==> src/rtl/mult_control_pkg.sv <==
// Shared constants and types for the shift-and-add multiplier sequencer.
// State codes are fixed so the unused code 2'b11 can be recovered explicitly.
package mult_control_pkg;

    localparam int unsigned SizeData = 32;

    typedef enum logic [1:0] {
        StIdle = 2'b00,
        StBusy = 2'b01,
        StDone = 2'b10
    } state_e;

    // Decoded controller outputs, grouped so the decode is one assignment per state.
    typedef struct packed {
        logic a_sel;
        logic b_sel;
        logic prod_sel;
        logic add_sel;
        logic busy;
        logic done;
    } ctrl_t;

    localparam ctrl_t CtrlIdle = '{default: 1'b0};

    // One spare bit keeps the iteration counter from wrapping at size-1.
    function automatic int unsigned cnt_width(input int unsigned n);
        return $clog2(n) + 1;
    endfunction

endpackage

==> src/rtl/mult_control_if.sv <==
// Requester/datapath-facing signal bundle of the multiplier sequencer.
// master is the requester + datapath side, slave is the sequencer itself.
interface mult_control_if;

    logic start;
    logic abort;
    logic b_lsb;
    logic a_sel;
    logic b_sel;
    logic prod_sel;
    logic add_sel;
    logic busy;
    logic done;

    modport master (
        output start,
        output abort,
        output b_lsb,
        input  a_sel,
        input  b_sel,
        input  prod_sel,
        input  add_sel,
        input  busy,
        input  done
    );

    modport slave (
        input  start,
        input  abort,
        input  b_lsb,
        output a_sel,
        output b_sel,
        output prod_sel,
        output add_sel,
        output busy,
        output done
    );

endinterface

==> src/rtl/mult_control_counter.sv <==
// Iteration up-counter: synchronous clear has priority over enable,
// tc_o flags the count value Last.
module mult_control_counter #(
    parameter int unsigned Width = 6,
    parameter int unsigned Last  = 31
) (
    input  logic clk_i,
    input  logic rst_ni,
    input  logic clr_i,
    input  logic en_i,
    output logic tc_o
);

    logic [Width-1:0] cnt_q, cnt_d;

    always_comb begin
        cnt_d = cnt_q;
        if (clr_i) begin
            cnt_d = '0;
        end else if (en_i) begin
            cnt_d = cnt_q + Width'(1);
        end
    end

    always_ff @(posedge clk_i or negedge rst_ni) begin
        if (!rst_ni) begin
            cnt_q <= '0;
        end else begin
            cnt_q <= cnt_d;
        end
    end

    assign tc_o = (cnt_q == Width'(Last));

endmodule

==> src/rtl/mult_control.sv <==
// Sequencer for the 32-bit shift-and-add multiplier: runs Size accumulate cycles
// per start request and reports busy/done over a four-phase handshake.
module mult_control
    import mult_control_pkg::*;
#(
    parameter int unsigned Size = SizeData
) (
    input logic           clk_i,
    input logic           rst_ni,
    mult_control_if.slave bus_io
);

    localparam int unsigned CntW = cnt_width(Size);

    state_e state_q, state_d;
    logic   lsb_q;
    logic   cnt_clr;
    logic   cnt_en;
    logic   cnt_tc;
    ctrl_t  ctrl;

    // Counter sits at zero outside BUSY, so entering BUSY always starts from 0.
    mult_control_counter #(
        .Width (CntW),
        .Last  (Size - 1)
    ) u_counter (
        .clk_i  (clk_i),
        .rst_ni (rst_ni),
        .clr_i  (cnt_clr),
        .en_i   (cnt_en),
        .tc_o   (cnt_tc)
    );

    always_ff @(posedge clk_i or negedge rst_ni) begin
        if (!rst_ni) begin
            state_q <= StIdle;
            lsb_q   <= 1'b0;
        end else begin
            state_q <= state_d;
            lsb_q   <= bus_io.b_lsb;
        end
    end

    always_comb begin
        state_d = state_q;
        cnt_clr = 1'b1;
        cnt_en  = 1'b0;
        case (state_q)
            StIdle: begin
                if (bus_io.start) begin
                    state_d = StBusy;
                end
            end
            StBusy: begin
                cnt_clr = 1'b0;
                cnt_en  = 1'b1;
                // Abort wins over the terminal count so done never follows an abort.
                if (bus_io.abort) begin
                    state_d = StIdle;
                end else if (cnt_tc) begin
                    state_d = StDone;
                end
            end
            StDone: begin
                if (!bus_io.start) begin
                    state_d = StIdle;
                end
            end
            default: begin
                state_d = StIdle;
            end
        endcase
    end

    // Moore decode: depends on state_q and lsb_q only.
    always_comb begin
        ctrl = CtrlIdle;
        case (state_q)
            StBusy: begin
                ctrl.a_sel    = 1'b1;
                ctrl.b_sel    = 1'b1;
                ctrl.prod_sel = 1'b1;
                ctrl.add_sel  = lsb_q;
                ctrl.busy     = 1'b1;
            end
            StDone: begin
                ctrl.a_sel    = 1'b1;
                ctrl.b_sel    = 1'b1;
                ctrl.prod_sel = 1'b1;
                ctrl.done     = 1'b1;
            end
            default: begin
                ctrl = CtrlIdle;
            end
        endcase
    end

    assign bus_io.a_sel    = ctrl.a_sel;
    assign bus_io.b_sel    = ctrl.b_sel;
    assign bus_io.prod_sel = ctrl.prod_sel;
    assign bus_io.add_sel  = ctrl.add_sel;
    assign bus_io.busy     = ctrl.busy;
    assign bus_io.done     = ctrl.done;

endmodule

==> src/flat_wrapper.sv <==
// flat-port wrapper written by rule: the top's interface ports become plain ports
module mult_control_flat import mult_control_pkg::*;
#(
    parameter int unsigned Size = SizeData
)
  (clk_i, rst_ni, bus_io_start, bus_io_abort, bus_io_b_lsb, bus_io_a_sel, bus_io_b_sel, bus_io_prod_sel, bus_io_add_sel, bus_io_busy, bus_io_done);
  mult_control_if bus_io_i ();
  input logic clk_i;
  input logic rst_ni;
  input wire logic [$bits(bus_io_i.start)-1:0] bus_io_start;
  input wire logic [$bits(bus_io_i.abort)-1:0] bus_io_abort;
  input wire logic [$bits(bus_io_i.b_lsb)-1:0] bus_io_b_lsb;
  output wire logic [$bits(bus_io_i.a_sel)-1:0] bus_io_a_sel;
  output wire logic [$bits(bus_io_i.b_sel)-1:0] bus_io_b_sel;
  output wire logic [$bits(bus_io_i.prod_sel)-1:0] bus_io_prod_sel;
  output wire logic [$bits(bus_io_i.add_sel)-1:0] bus_io_add_sel;
  output wire logic [$bits(bus_io_i.busy)-1:0] bus_io_busy;
  output wire logic [$bits(bus_io_i.done)-1:0] bus_io_done;
  assign bus_io_i.start = bus_io_start;
  assign bus_io_i.abort = bus_io_abort;
  assign bus_io_i.b_lsb = bus_io_b_lsb;
  assign bus_io_a_sel = bus_io_i.a_sel;
  assign bus_io_b_sel = bus_io_i.b_sel;
  assign bus_io_prod_sel = bus_io_i.prod_sel;
  assign bus_io_add_sel = bus_io_i.add_sel;
  assign bus_io_busy = bus_io_i.busy;
  assign bus_io_done = bus_io_i.done;
  mult_control #(.Size(Size)) u_core (.clk_i(clk_i), .rst_ni(rst_ni), .bus_io(bus_io_i));
endmodule
==> config.mk <==
export PLATFORM = sky130hd
export DESIGN_NAME = mult_control_flat
export DESIGN_NICKNAME = d
export VERILOG_FILES = /design/src/rtl/mult_control_pkg.sv /design/src/rtl/mult_control_if.sv /design/src/rtl/mult_control_counter.sv /design/src/rtl/mult_control.sv /design/src/flat_wrapper.sv
export SDC_FILE = /design/constraint.sdc
export NUM_CORES = 1
export LEC_CHECK = 0
export ABC_AREA = 1
export CORE_MARGIN = 4
export CORE_UTILIZATION = 35
export CTS_CLUSTER_SIZE = 30
export DETAILED_ROUTE_END_ITERATION = 12
export HOLD_SLACK_MARGIN = 0.02
export PLACE_DENSITY = 0.61
export SKIP_LAST_GASP = 1
export SYNTH_ARGS = -nofsm -noshare
export SYNTH_HDL_FRONTEND = slang
export SYNTH_SLANG_ARGS = --single-unit
==> constraint.sdc <==
create_clock -name clk_i -period 1.98 [get_ports clk_i]
set_input_delay 0.396 -clock clk_i [delete_from_list [all_inputs] [get_ports clk_i]]
set_output_delay 0.396 -clock clk_i [all_outputs]
set_load 0.005 [all_outputs]
Word-level counts from Yosys, hierarchy flattened:

Index checks and enable logic that the tools add are counted.

* flip-flop bits (word level): 9
* bits in latches: 0
* memories kept: 0
* RAM bits: 0
* bits in read-only memories: 0
* output and inout port bits: 6
* word-level logic and storage cells: 25
* input port bits: 5

* equality and inequality tests: 7
* reductions and logical operators: 3
* bitwise logic cells: 0
* order comparisons: 0
* $add $sub $neg: 1
* shift operators: 0
* mux-type cells: 11
* divide/modulo/power cells: 0
* multiply operators: 0

Operators with widths (count)
* $mux W6: 2
* $mux W2: 5
* $add A6 B1 Y6 const B: 1
* $eq A6 B5 Y1 const B: 1
* $pmux W2 S3: 1
* $ne A2 B2 Y1 const B: 2
* $mux W3: 1
* $ne A3 B2 Y1 const B: 1
* $reduce_and A3 Y1: 1
* $eq A2 B1 Y1 const B: 1
* $eq A2 B2 Y1 const B: 1
* $logic_not A2 Y1: 1
* $mux W1: 2
* $ne A2 B1 Y1 const B: 1
* $reduce_or A2 Y1: 1

Longest topological paths before layout:

Gate-level depths: netlist (run 1).

* depth after elaboration: 4
* mapped depth: 7
* depth with buffers taken out: 7

Modules after synthesis:

From an unflattened synthesis (run 1), not the netlist that was laid out.

* cell total of the unflattened synthesis: 73
* area total of the unflattened synthesis: 549.3 um2

By module, submodules not included
* mult_control_counter: seq. area each 150.1 um2, cells each 42, times used 1, area an instance 317.8 um2
* mult_control: seq. area each 75.1 um2, cells each 31, times used 1, area an instance 231.5 um2

Least setup slack after synthesis (run 1):

OpenSTA, ideal clock, no wires.

* path type: reg-to-output
* from: register u_core.state_q[0]
* to: output port bus_io_b_sel
* arrival time: 0.882 ns
* path buffers: 1
* cell stages (with the launch flop): 4
* setup slack: 0.702 ns
* required time: 1.584 ns
* cells stage by stage: dfrtp_1 > inv_1 > ha_1 > buf_4

* longest elaborated chain between the ends: 3
* elaborated cells on any way between the ends: 4
* those cells by class: eq/ne (2); mux (1); reduce/logical (1)

Ends and longest elaborated chain
* start, declared: RTL line mult_control.sv:15 `state_e state_q, state_d;`
* start signal, assigned: RTL line mult_control.sv:36 `state_q <= StIdle;`
* start signal, assigned: RTL line mult_control.sv:39 `state_q <= state_d;`
* $eq A2 B1 Y1 / $eq A2 B2 Y1 (equally long branches): RTL line mult_control.sv:78 `case (state_q)`
* $reduce_or A2 Y1 (no source line) *
* $mux W3 *: RTL line mult_control.sv:78
* end, declared: RTL line flat_wrapper.sv:14 `output wire logic [$bits(bus_io_i.b_sel)-1:0] bus_io_b_sel;`

Every way passes the cells marked *; elsewhere a longest branch is shown, timed or not.

Worst setup path after layout (run 1):

* from: register u_core.state_q[1]
* to: output port bus_io_b_sel

The elaborated chain is that of the path after synthesis.

==> results of run 1 <==
-- cells in the final DEF, fill, tap and decap left out, types with 2 or more instances in the layout --
cell and instances:
nand2_1 10, inv_1 7, nand3_1 2, dfrtp_1 9
inv_2 2, ha_1 3, buf_4 4, clkbuf_4 3
clkdlybuf4s50_1 9, o21ai_1 2, nand3_2 2, a21oi_1 3
ha_4 2, nor2_1 5
-- what timing repair did --
action	4_1_cts	5_1_grt
cloned	0	0
setup endpoints to repair	2	4
setup buffers	0	3
gates resized for setup	2	4
-- per-stage QoR --
| stage | cells | worst slack (ns) | utilization, % | area, µm² | hold slack (ns) |
|---|---|---|---|---|---|
| after global placement | 78 | 0.2868 | 46.15 | 608.1 | 0.4692 |
| after global routing | 85 | 0.009329 | 51.95 | 684.4 | 0.4397 |
| after CTS | 82 | 0.007084 | 48.34 | 636.9 | 0.4379 |
| after floorplan | 54 | 0.7024 | - | 496.7 | 0.1004 |
| after detailed placement | 78 | 0.2854 | 46.15 | 608.1 | 0.4721 |
| final | 85 | 0.08448 | 51.95 | 684.4 | 0.4345 |
-- worst max-delay path, cell delays in order, from the launching register on --
cell             delay (ns)
dfrtp_1                0.38
inv_2                  0.08
ha_4                   0.28
clkdlybuf4s50_1        0.50
-- cell type report --
cell class / instances / share of cell area [%]
sequential: 9 / 32.91
inverter: 9 / 4.936
timing repair buffer: 14 / 19.38
tap: 15 / 2.742
multi-input combinational: 34 / 36.20
clock buffer: 4 / 3.839
-- cells by family after synthesis --
logic type      after synthesis
compound gates                7
simple gates                 21
buf+inv                      11
fa+ha+maj                     5
flops                         9
xor+xnor                      1
-- sequential cells by signal, summed over array words and instances, names as in the netlist --
register,flops
u_core.u_counter.cnt_q,6
u_core.state_q,2
u_core.lsb_q,1
-- final timing paths --
kind / end / slack (ns) / cells after the start
setup reg to reg: u_core.state_q[1]$_DFFE_PN0P_ / 0.65 / 8
hold / removal: u_core.u_counter.cnt_q[1]$_DFF_PN0_ / 0.43 / 1
max in group asynchronous: u_core.state_q[1]$_DFFE_PN0P_ / 1.26 / 1
min in group clk_i: u_core.u_counter.cnt_q[0]$_DFF_PN0_ / 0.47 / 1
hold reg to reg: u_core.u_counter.cnt_q[0]$_DFF_PN0_ / 0.47 / 1
setup / recovery: bus_io_b_sel / 0.08 / 3
-- power groups by stage --
stage | Combinational (µW) | Clock (µW) | Sequential [µW]
2_1_floorplan | 190 | 0 | 249
3_3_place_gp | 306 | 0 | 253
3_5_place_dp | 311 | 0 | 254
4_1_cts | 317 | 148 | 251
5_1_grt | 401 | 163 | 259
6_report | 357 | 138 | 252
-- per-layer routing --
metal	up-vias	GRT usage, %	wire [µm]
li1	203	-	-
met1	160	12.93	465
met2	4	16.71	478
met3	0	3.953	25
met4	0	10.53	0
met5	-	0	0
==> metrics, run 1 <==
status=complete, no violations; clock latency on the worst-skew pair=0.25 ns; Slew HR=72.97%; Yosys reg bits=9; Internal Dissipation=498.0 µW; Max VDD drop=0.5017 mV; Final min period=1.896 ns; Clock power frac=18.4%; Total Negative Setup Slacks=0 ns; n_diodes=0; Synth cell types=15; leakage=0.0003368 µW; max-slew violation count=0; Yosys top cell area share=45.34%; gpl congestion=0.6847; Adder-Cell Fraction of Synth Area=12.59%; Startpoint Class=flip-flop; DRC Markers=0; cell taking the most area after synthesis=dfrtp_1; RSZ-0062 raised after global routing=no; IO buf count=10; CTS Sinks=9; Worst Hold Class=in -> async; Initial Utilization=37.70%; Clock Root Buffer=clkbuf_4; I/O pin total=11; crit path kind=reg -> out; number of setup violations in the final report=0; Post-synth EDFFs=0; register area=225.2 µm²; Reg clk slew, reported paths=0.06 ns; layout cells sized above 1=22.86%; Max Cap Viol=0; WP data arrival=1.50 ns; final hold viol count=0; maximum clock path buffer count=2; Synth warnings=0; via count=367; H-tree depth=1; CTS buffer count=3; initial DRC count=4; CP startpoint=u_core.state_q[1]$_DFFE_PN0P_; Tot Pwr=746.2 µW; sequential fraction of the synthesis area=45.34%; FFs w/ async S/R, synth=100.0%; Avg Inst Size Synth=9.199 µm²; TritonCTS clock tree=built; row cnt=13; Combinational Power Share=47.8%; number of global-route vias before repair=357; first-pass GRT wire length=1580 µm; Mapped Cells=54; required time of the critical path=1.58 ns; Max FO, Critical Path=3; syn nets=64; switching part of the total=33.26%; gr ovfl total=0; Die H=45.67 µm; Seq pwr share=33.8%; Setup crit end kind=primary output; die width=45.67 µm; post-route ant nets=0; R2R Path Start=u_core.state_q[0]$_DFFE_PN0P_; aggregate global-route resource usage=11.48%; Worst-Margin Slew=0.4042 ns; reported net switching power=248.2 µW; DRT Pass-1 Iters=2; number of fill cells=120; DRT Wirelength=969 µm; core area=0.001318 mm²; Synth Area in Simple Gates=19.90%; Power Density=1090 mW/mm²; Die Area=0.002086 mm²; largest net degree at the start of global routing=10; fmax=0.5276 GHz; Synth Area in Compound Gates=10.58%; xor and xnor area share after synthesis=1.763%; area delta synth->final=37.78%; multiplexer share of the synthesized area=0%; hold_buf cts=0; final setup skew=0.0005313 ns; most frequent cell after synthesis=nand2_1; post-DP HPWL=702.5 µm; final net count=81; Synth Cell Area=496.7 µm²; initial antenna violation count=0; largest family of logic cells by synthesized area=simple AND/OR/NAND/NOR gates; synth top area cells=dfrtp_1 (45%), ha_1 (13%), nand2_1 (7.6%); Most used DFF post-synth=dfrtp_1; Commonest cells post-synth=nand2_1 (10), dfrtp_1 (9), inv_1 (9), ha_1 (5), nor2_1 (5); fin crit share=95.73%; routed length per instance=11.40 µm; area of the multi-input gates=247.7 µm²; routed vias/inst=4.318
Note: power is estimated with default switching activity, not from simulation.
==> run 2, diff against run 1 <==
==> constraint.sdc (replaced) <==
create_clock -name clk_i -period 2.2 [get_ports clk_i]
set_input_delay 0.44 -clock clk_i [delete_from_list [all_inputs] [get_ports clk_i]]
set_output_delay 0.44 -clock clk_i [all_outputs]
set_load 0.005 [all_outputs]
==> metrics, run 2 (synthesized netlist as in run 1, its figures left out) <==
status=complete, no violations (unchanged); WP data arrival=1.57 ns (was 1.50 ns); Die Area=0.002086 mm² (unchanged); number of fill cells=127 (was 120); CTS buffer count=3 (unchanged); crit path kind=reg -> out (unchanged); gr ovfl total=0 (unchanged); Final Cell Area=634.4 µm² (was 684.4 µm²); Clock power frac=19.8% (was 18.4%); Internal Dissipation=420.4 µW (was 498.0 µW); Worst-Margin Slew=0.4033 ns (was 0.4042 ns); H-tree depth=1 (unchanged); switching part of the total=32.74% (was 33.26%); routed vias/inst=4.305 (was 4.318); R2R cell count=8 (unchanged); placed cells=78 (unchanged); placed cell areas=608.1 µm² (unchanged); post-CTS setup buffer count=0 (unchanged); Initial Utilization=37.70% (unchanged); DRC Markers=0 (unchanged); I/O pin total=11 (unchanged); via count=353 (was 367); Max Cap Viol=0 (unchanged); R2R Path Start=u_core.state_q[1]$_DFFE_PN0P_ (was u_core.state_q[0]$_DFFE_PN0P_); CTS Sinks=9 (unchanged); Power Density=985.2 mW/mm² (was 1090 mW/mm²); Hold Path Origin=u_core.u_counter.cnt_q[0]$_DFF_PN0_; reported net switching power=204.6 µW (was 248.2 µW); initial antenna violation count=0 (unchanged); fin crit share=91.55%; largest net degree at the start of global routing=10 (unchanged); final setup skew=0.0005476 ns (was 0.0005313 ns); Combinational Power Share=44.1% (was 47.8%); number of setup violations in the final report=0 (unchanged); Total Negative Setup Slacks=0 ns (unchanged); area of the multi-input gates=222.7 µm² (was 247.7 µm²); Most flops, register=u_core.u_counter.cnt_q (unchanged); Reg clk slew, reported paths=0.06 ns (about the same); first-pass GRT wire length=1580 µm (unchanged); Clock Root Buffer=clkbuf_4 (unchanged); final hold viol count=0 (unchanged); final net count=78 (was 81); Max VDD drop=0.4454 mV (was 0.5017 mV); Final min period=2.014 ns; TritonCTS clock tree=built (unchanged); layout cells sized above 1=13.43% (was 22.86%); RSZ-0062 raised after global routing=no (unchanged); max-slew violation count=0 (unchanged); register area=225.2 µm² (unchanged); maximum clock path buffer count=2 (unchanged); number of global-route vias before repair=357 (unchanged); Seq pwr share=36.0% (was 33.8%); die width=45.67 µm (unchanged); most frequent cells in the layout=nand2_1 (10), clkdlybuf4s50_1 (10), inv_1 (9), dfrtp_1 (9) (was nand2_1 (10), clkdlybuf4s50_1 (9), dfrtp_1 (9), inv_1 (7), nor2_1 (5)); area delta synth->final=27.71% (was 37.78%); clock latency on the worst-skew pair=0.25 ns (about the same); max reg flops=6 (unchanged); post_cts resized=0 (was 2); IO buf count=10 (unchanged); gpl congestion=0.6847 (unchanged); post-route ant nets=0 (unchanged); Die H=45.67 µm (unchanged); Setup crit end kind=primary output (unchanged); DRT Pass-1 Iters=2 (unchanged); DRT Wirelength=892 µm (was 969 µm); Startpoint Class=flip-flop (unchanged); biggest regs=u_core.u_counter.cnt_q: 6 flops, u_core.state_q: 2 flops, u_core.lsb_q: 1 flops (unchanged); non-filler cells, final=82 (was 85); Max FO, Critical Path=3 (unchanged); hold_buf cts=0 (unchanged); n_diodes=0 (unchanged); post-layout util=48.15% (was 51.95%); WHS Path Cells=1; leakage=0.0003062 µW (was 0.0003368 µW); routed length per instance=10.88 µm (was 11.40 µm); fmax=0.4965 GHz; required time of the critical path=1.76 ns (was 1.58 ns); aggregate global-route resource usage=11.48% (unchanged); R2R Path End=u_core.state_q[1]$_DFFE_PN0P_ (unchanged); R2R Setup Slk=0.87 ns (was 0.65 ns); Slew HR=73.03% (was 72.97%); row cnt=13 (unchanged); worst min-delay path endpoint=u_core.u_counter.cnt_q[0]$_DFF_PN0_; Worst Hold Class=reg -> reg (was in -> async); core area=0.001318 mm² (unchanged); initial DRC count=4 (unchanged); post-DP HPWL=702.5 µm (unchanged)
run 2: cell types whose count changed in the layout (fill, tap and decap cells not counted), sizes merged:
cell           before  now
dlymetal6s2s        1    0
clkdlybuf4s50       9   10
buf                 4    1
run 2: metal layers:
metal / track usage [%] / share of wire, % / vias to the layer above
met1: 12.93 / 47 / 152
li1: - / - / 197
met2: 16.71 / 50 / 4
met4: 10.53 / 0 / 0
met3: 3.953 / 3.1 / 0
met5: 0 / 0 / -
run 2: how the worst max path moves through the flow:
| stage | from | slack (ns) | to | cells after the start |
|---|---|---|---|---|
| after floorplan | u_core.state_q[0]$_DFFE_PN0P_ | 0.88 | bus_io_b_sel | 3 |
| after global placement | u_core.state_q[1]$_DFFE_PN0P_ | 0.46 | bus_io_add_sel | 5 |
| after detailed placement | u_core.state_q[1]$_DFFE_PN0P_ | 0.46 | bus_io_add_sel | 5 |
| after CTS | u_core.state_q[1]$_DFFE_PN0P_ | 0.15 | bus_io_add_sel | 5 |
| after global routing | u_core.state_q[1]$_DFFE_PN0P_ | 0.08 | bus_io_add_sel | 5 |
| final | u_core.state_q[1]$_DFFE_PN0P_ | 0.19 | bus_io_add_sel | 5 |
run 2: power by group through the flow:
stage,clock [µW],sequential [µW],combinational [µW]
after floorplan,0,224,171
after global placement,0,227,275
after detailed placement,0,229,280
after CTS,133,225,284
after global routing,147,232,313
final,124,225,276
run 2: critical path: stages, from the launching register on:
cell and delay (ns):
dfrtp_1 0.39, inv_1 0.11, ha_1 0.20, nand2_1 0.06, inv_1 0.05, clkdlybuf4s50_1 0.50
run 2: cell type report:
type	instances	area share [%]
Clock buffer	4	4.142
Inverter	9	5.325
Multi-Input combinational cell	34	35.11
Sequential cell	9	35.50
Tap cell	15	2.959
Timing Repair Buffer	11	16.96
run 2: stage by stage:
stage               power (µW)  hold WS, ns  worst slack, ns
CTS                      642.1       0.4797           0.1477
finish                   625.0       0.4739           0.1860
detailed placement       508.8       0.4721           0.4614
global placement         502.5       0.4692           0.4627
global route             691.5       0.4837          0.07808
floorplan                394.8       0.1444           0.8784
==> run 3, diff against run 2 <==
--- a/config.mk
+++ b/config.mk
@@ -10,7 +10,7 @@
 export CORE_UTILIZATION = 35
 export CTS_CLUSTER_SIZE = 30
 export DETAILED_ROUTE_END_ITERATION = 12
-export HOLD_SLACK_MARGIN = 0.02
+export HOLD_SLACK_MARGIN = 0.1
 export PLACE_DENSITY = 0.61
 export SKIP_LAST_GASP = 1
 export SYNTH_ARGS = -nofsm -noshare
==> results of run 3 <==
Final layout, timing and power as in run 2 (identical DEF).
